## config.mk

```make
export PLATFORM = sky130hd
export DESIGN_NAME = vec_arb_mux
export DESIGN_NICKNAME = d
export VERILOG_FILES = /design/src/rtl/vec_arb_pkg.sv /design/src/rtl/vec_arb_pick.sv /design/src/rtl/vec_arb_mux.sv
export SDC_FILE = /design/constraint.sdc
export NUM_CORES = 1
export LEC_CHECK = 0
export BUFFER_PORTS_ARGS = -buffer_cell sky130_fd_sc_hd__buf_2
export CAP_MARGIN = 20
export CORE_MARGIN = 5
export CORE_UTILIZATION = 35
export DETAILED_ROUTE_END_ITERATION = 8
export GPL_ROUTABILITY_DRIVEN = 1
export HOLD_SLACK_MARGIN = 0.03
export PLACE_DENSITY = 0.74
export SYNTH_ARGS = -nofsm -noshare
export SYNTH_HDL_FRONTEND = slang
export SYNTH_HIERARCHICAL = 1
export SYNTH_SLANG_ARGS = --single-unit
```

## constraint.sdc

```tcl
create_clock -name clk -period 1.3 [get_ports clk]
set_clock_uncertainty 0.2 [all_clocks]
set_input_delay 0.065 -clock clk [delete_from_list [all_inputs] [get_ports clk]]
set_output_delay 0.065 -clock clk [all_outputs]
set_load 0.005 [all_outputs]
```

## src/rtl/vec_arb_pkg.sv

```systemverilog
// Shared types and helpers for the vec_arb_mux requestor arbiter.
package vec_arb_pkg;

  localparam int unsigned REQ_IDX_MAX_W = 16;

  // Wide enough for any supported requestor count; narrowed to IW at use.
  typedef logic [REQ_IDX_MAX_W-1:0] req_idx_t;

  function automatic int unsigned idx_w(input int unsigned n);
    return $clog2(n);
  endfunction

endpackage

```

## src/rtl/vec_arb_pick.sv

```systemverilog
// Combinational grant picker: first valid index starting at `start`,
// scanning upward (round-robin) or downward (fixed priority) modulo N.
module vec_arb_pick
  import vec_arb_pkg::*;
#(
  parameter int unsigned N       = 4,
  parameter bit          DESCEND = 1'b1,
  localparam int unsigned IW     = idx_w(N)
) (
  input  logic [N-1:0]  valid,
  input  logic [IW-1:0] start,
  output logic [IW-1:0] grant,
  output logic          any
);

  req_idx_t    cand;
  int unsigned base;

  always_comb begin
    grant = '0;
    any   = 1'b0;
    cand  = '0;
    base  = 32'(start);
    for (int unsigned k = 0; k < N; k++) begin
      // Offsets are reduced modulo N, not 2^IW, so non-power-of-two N wraps correctly.
      if (DESCEND) cand = req_idx_t'((base + N - k) % N);
      else         cand = req_idx_t'((base + k) % N);
      if (!any && valid[cand[IW-1:0]]) begin
        any   = 1'b1;
        grant = cand[IW-1:0];
      end
    end
  end

endmodule

```

## src/rtl/vec_arb_mux.sv

```systemverilog
// N-requestor valid/ready arbiter feeding a one-entry registered memory channel.
// Define VEC_ARB_RR_EN for round-robin arbitration; default is fixed priority (highest index).
module vec_arb_mux
  import vec_arb_pkg::*;
#(
  parameter int unsigned N  = 4,
  parameter int unsigned W  = 8,
  localparam int unsigned IW = idx_w(N)
) (
  input  logic           clk,
  input  logic           reset_n,
  input  logic [N-1:0]   io_requestor_req_valid,
  input  logic [N*W-1:0] io_requestor_req_bits,
  output logic [N-1:0]   io_requestor_req_ready,
  output logic           io_mem_valid,
  output logic [W-1:0]   io_mem_bits,
  output logic [IW-1:0]  io_mem_idx,
  input  logic           io_mem_ready
);

  logic          open;
  logic          any;
  logic          accept;
  logic [IW-1:0] grant;
  logic [IW-1:0] start;
  logic [W-1:0]  sel_bits;

`ifdef VEC_ARB_RR_EN
  localparam bit DESCEND = 1'b0;
  logic [IW-1:0] rr_ptr;

  // Search begins one past the last accepted index, wrapping at N-1.
  assign start = (rr_ptr == IW'(N - 1)) ? '0 : rr_ptr + 1'b1;

  always_ff @(posedge clk or negedge reset_n) begin
    if (!reset_n) rr_ptr <= IW'(N - 1);
    else if (accept) rr_ptr <= grant;
  end
`else
  localparam bit DESCEND = 1'b1;
  assign start = IW'(N - 1);
`endif

  vec_arb_pick #(
    .N       (N),
    .DESCEND (DESCEND)
  ) u_pick (
    .valid (io_requestor_req_valid),
    .start (start),
    .grant (grant),
    .any   (any)
  );

  assign open   = !io_mem_valid || io_mem_ready;
  assign accept = open && any;

  always_comb begin
    sel_bits = '0;
    for (int unsigned i = 0; i < N; i++) begin
      if (grant == IW'(i)) sel_bits = io_requestor_req_bits[i*W +: W];
    end
  end

  always_comb begin
    io_requestor_req_ready = '0;
    if (accept) io_requestor_req_ready[grant] = 1'b1;
  end

  // A same-cycle accept overrides the drain, keeping valid high for full throughput.
  always_ff @(posedge clk or negedge reset_n) begin
    if (!reset_n) begin
      io_mem_valid <= 1'b0;
      io_mem_bits  <= '0;
      io_mem_idx   <= '0;
    end else if (accept) begin
      io_mem_valid <= 1'b1;
      io_mem_bits  <= sel_bits;
      io_mem_idx   <= grant;
    end else if (io_mem_ready) begin
      io_mem_valid <= 1'b0;
    end
  end

endmodule

```

==> flow_metrics.py <==
metrics = {
    "routing": {
        "vias_per_cell": 4.71,
        "drcViolationCount": 0,
        "drtPass1Iterations": 4,
        "wire_per_inst_um": 13.7,
        "totalWireLength_mm": 2.20,
        "via_count": 754,
        "postRouteAntennaNets": 0,
        "first_iter_violations": 9,
    },
    "finish": {
        "drive_above_1_share": 0.737,
        "antennaDiodeCount": 0,
        "final_util": 0.673,
        "final_area_sq_um": 1320,
        "nets": 173,
        "syn2layout_area_growth_pct": 82.2,
    },
    "sta": {
        "layout_setup_ws_ns": -0.224,
        "drv_slew": 0,
        "setup-tns-final_ns": -2.40,
        "timing.hold.ws_ns": 0.0501,
        "max_freq_mhz": 656,
        "finalSetupViolCount": 14,
        "final_hold_viol_count": 0,
        "post-route-min-period_ns": 1.52,
        "rsz0062_at_grt": "yes",
        "finalCritPeriodShare": 1.17,
    },
    "setup_path": {
        "cp.arrival_ns": 1.46,
        "cp.required_ns": 1.24,
        "worst-path-max-fanout": 12,
        "endpoint_kind": "register",
        "r2r_cells": 5,
        "timing.rr.end": "io_mem_bits[0]$_DFFE_PN0P_",
        "rrSetupSlack_ns": -0.16,
        "worstSetupStartpointType": "input port",
        "criticalPathCategory": "input port to register",
        "worstReg2RegStart": "io_mem_valid$_DFFE_PN0P_",
    },
    "floorplan": {
        "fp.dieArea_sq_um": 3080,
        "rows": 16,
        "ioPinCount": 54,
        "die_height_um": 55.5,
        "core_sq_um": 1960,
        "fp.dieW_um": 55.5,
        "start_util": 0.369,
    },
    "synthesis": {
        "syn_area_sq_um": 724,
        "yosys_register_bits": 11,
        "avgSynthCellArea_sq_um": 13.2,
        "async_reset_ff_frac": 1.00,
        "yosysMostFrequentCell": "dfrtp_1",
        "ys_seq_area_frac": 0.380,
        "synth.largest_area_cell": "dfrtp_1",
        "ys.flop_type": "dfrtp_1",
        "synth_edf_count": 0,
        "synth_area_leaders": "dfrtp_1 (38%), mux4_2 (19%), mux2_2 (14%), mux4_1 (7.3%), a221oi_2 (4.1%)",
        "yosys.cell_types.count": 18,
        "syn_inst": 55,
        "yosysTopAreaCellShare": 0.380,
        "synth_top_cells_by_count": "dfrtp_1 (11), mux2_2 (9), mux4_2 (6)",
        "ys_warn_count": 6,
    },
    "clock_network": {
        "numCtsBuffers": 3,
        "clk_path_buf_depth": 2,
        "cts_tree": "yes",
        "clock-sinks": 11,
        "cts-root-buf": "clkbuf_4",
        "cts.reportedPaths.clkPinSlew_ns": 0.06,
        "clkLatencyLatePin_ns": 0.26,
        "cts_htree_levels": 1,
    },
    "placed_design": {
        "dpl_cell_area_sq_um": 1190,
        "port_buffers": 53,
        "gp_congestion": 0.802,
        "pre_cts_ws_ns": -0.566,
        "dp.final_hpwl_mm": 1.72,
    },
    "grt": {
        "grt_first_pass_wirelength_mm": 3.85,
        "grt-ovfl-total": 0,
        "grtUsageTotal": 0.155,
        "grt_max_degree": 13,
        "grt_pass1_vias": 871,
        "antenna_found_initial": 0,
    },
    "status": {
        "failed_checks": "setup timing",
        "status": "complete, but fails checks",
    },
    "flow_run": {
        "cap_viol_max_count": 0,
    },
    "hold_path": {
        "whs_path_depth": 3,
        "hold_path.class": "input port to register",
        "holdCritStartpoint": "io_requestor_req_bits[16]",
        "min_to": "io_mem_bits[0]$_DFFE_PN0P_",
    },
    "power_and_ir_drop": {
        "ir_drop_uv": 483,
        "p_leak_uw": 0.000669,
        "powerDensity_nw_per_um2": 869,
    },
}
how the worst max path moves through the flow:
stage / end / start / slack [ns] / cells after the start
floorplan: io_mem_bits[0]$_DFFE_PN0P_ / io_requestor_req_valid[2] / -0.34 / 4
global placement: io_mem_bits[1]$_DFFE_PN0P_ / io_requestor_req_valid[1] / -0.50 / 6
detailed placement: io_mem_bits[1]$_DFFE_PN0P_ / io_requestor_req_valid[2] / -0.57 / 7
CTS: io_mem_bits[3]$_DFFE_PN0P_ / io_requestor_req_valid[3] / -0.23 / 6
global route: io_requestor_req_ready[1] / io_mem_valid$_DFFE_PN0P_ / -0.27 / 5
finish: io_mem_bits[3]$_DFFE_PN0P_ / io_requestor_req_valid[3] / -0.22 / 6
state kept, by name, indices dropped and copies added, names as in the netlist:
| name | count |
|---|---|
| io_mem_valid | 1 |
| io_mem_idx | 2 |
| io_mem_bits | 8 |
stage by stage:
stage          power [uW]  cells
2_1_floorplan         678     62
3_3_place_gp          870    149
3_5_place_dp          885    149
4_1_cts              1150    160
5_1_grt              1220    160
6_report             1150    160
placed cells by master (no fill, tap or decap):
cell type      Yosys  routed
dfrtp_1           11      11
nand3_1            2       1
mux4_2             6       8
mux2_4             0       6
a221oi_2           2       1
nor3_4             0       1
conb_1             1       8
buf_6              1       3
buf_2              2      50
buf_4              0      12
inv_1              4       3
clkbuf_4           0       3
inv_4              0       1
nand2_2            0       1
buf_8              0       1
o21ai_0            1       1
o32ai_4            0       1
buf_12             0       2
a21oi_1            3       3
a21bo_2            1       1
nor3_2             0       1
dlygate4sd3_1      0       2
nor2_2             0       1
nand3_4            0       1
nand2b_1           2       2
a221oi_4           0       1
mux2_2             9       3
nor2_1             4       3
clkbuf_1           0       1
cells by family after synthesis:
group	share of synthesized area
AO/OA/AOI/OAI	0.0950
buffers and inverters	0.0501
flip-flops	0.380
multiplexers	0.399
other	0.00518
AND/OR/NAND/NOR	0.0708
report_power, final:
group / leakage (uW) / total [uW] / switching, uW / internal (uW)
Clock: 0.0000150 / 223 / 105 / 118
Sequential: 0.000126 / 440 / 34.3 / 405
Combinational: 0.000528 / 484 / 180 / 304
Total: 0.000669 / 1150 / 319 / 828
critical path, cell delays in order:
cell and delay, ns:
buf_8 0.10, a221oi_4 0.29, o32ai_4 0.13, buf_12 0.17, mux4_2 0.42, mux2_4 0.29
layout make-up:
class / instances / area (sq um)
flip-flops and latches: 11 / 275
inverters: 4 / 17.5
multi-input cells: 44 / 518
clock buffers: 4 / 26.3
repair buffers: 70 / 449
fillers: 159 / 642
well taps: 27 / 33.8
metal layers:
metal | vias to the layer above | global-route usage | wire [um]
li1 | 359 | - | -
met1 | 352 | 0.170 | 855
met2 | 39 | 0.270 | 1090
met3 | 4 | 0.0490 | 214
met4 | 0 | 0.0729 | 41
met5 | - | 0 | 0
timing repair:
item,4_1_cts,5_1_grt
hold endpoints to repair,11,0
gates resized for setup,13,3
endpoints found under the setup margin,13,14
buffers inserted,5,0
pin swaps,3,2
hold buffers,2,0
Power figures use the tool's default switching activity.
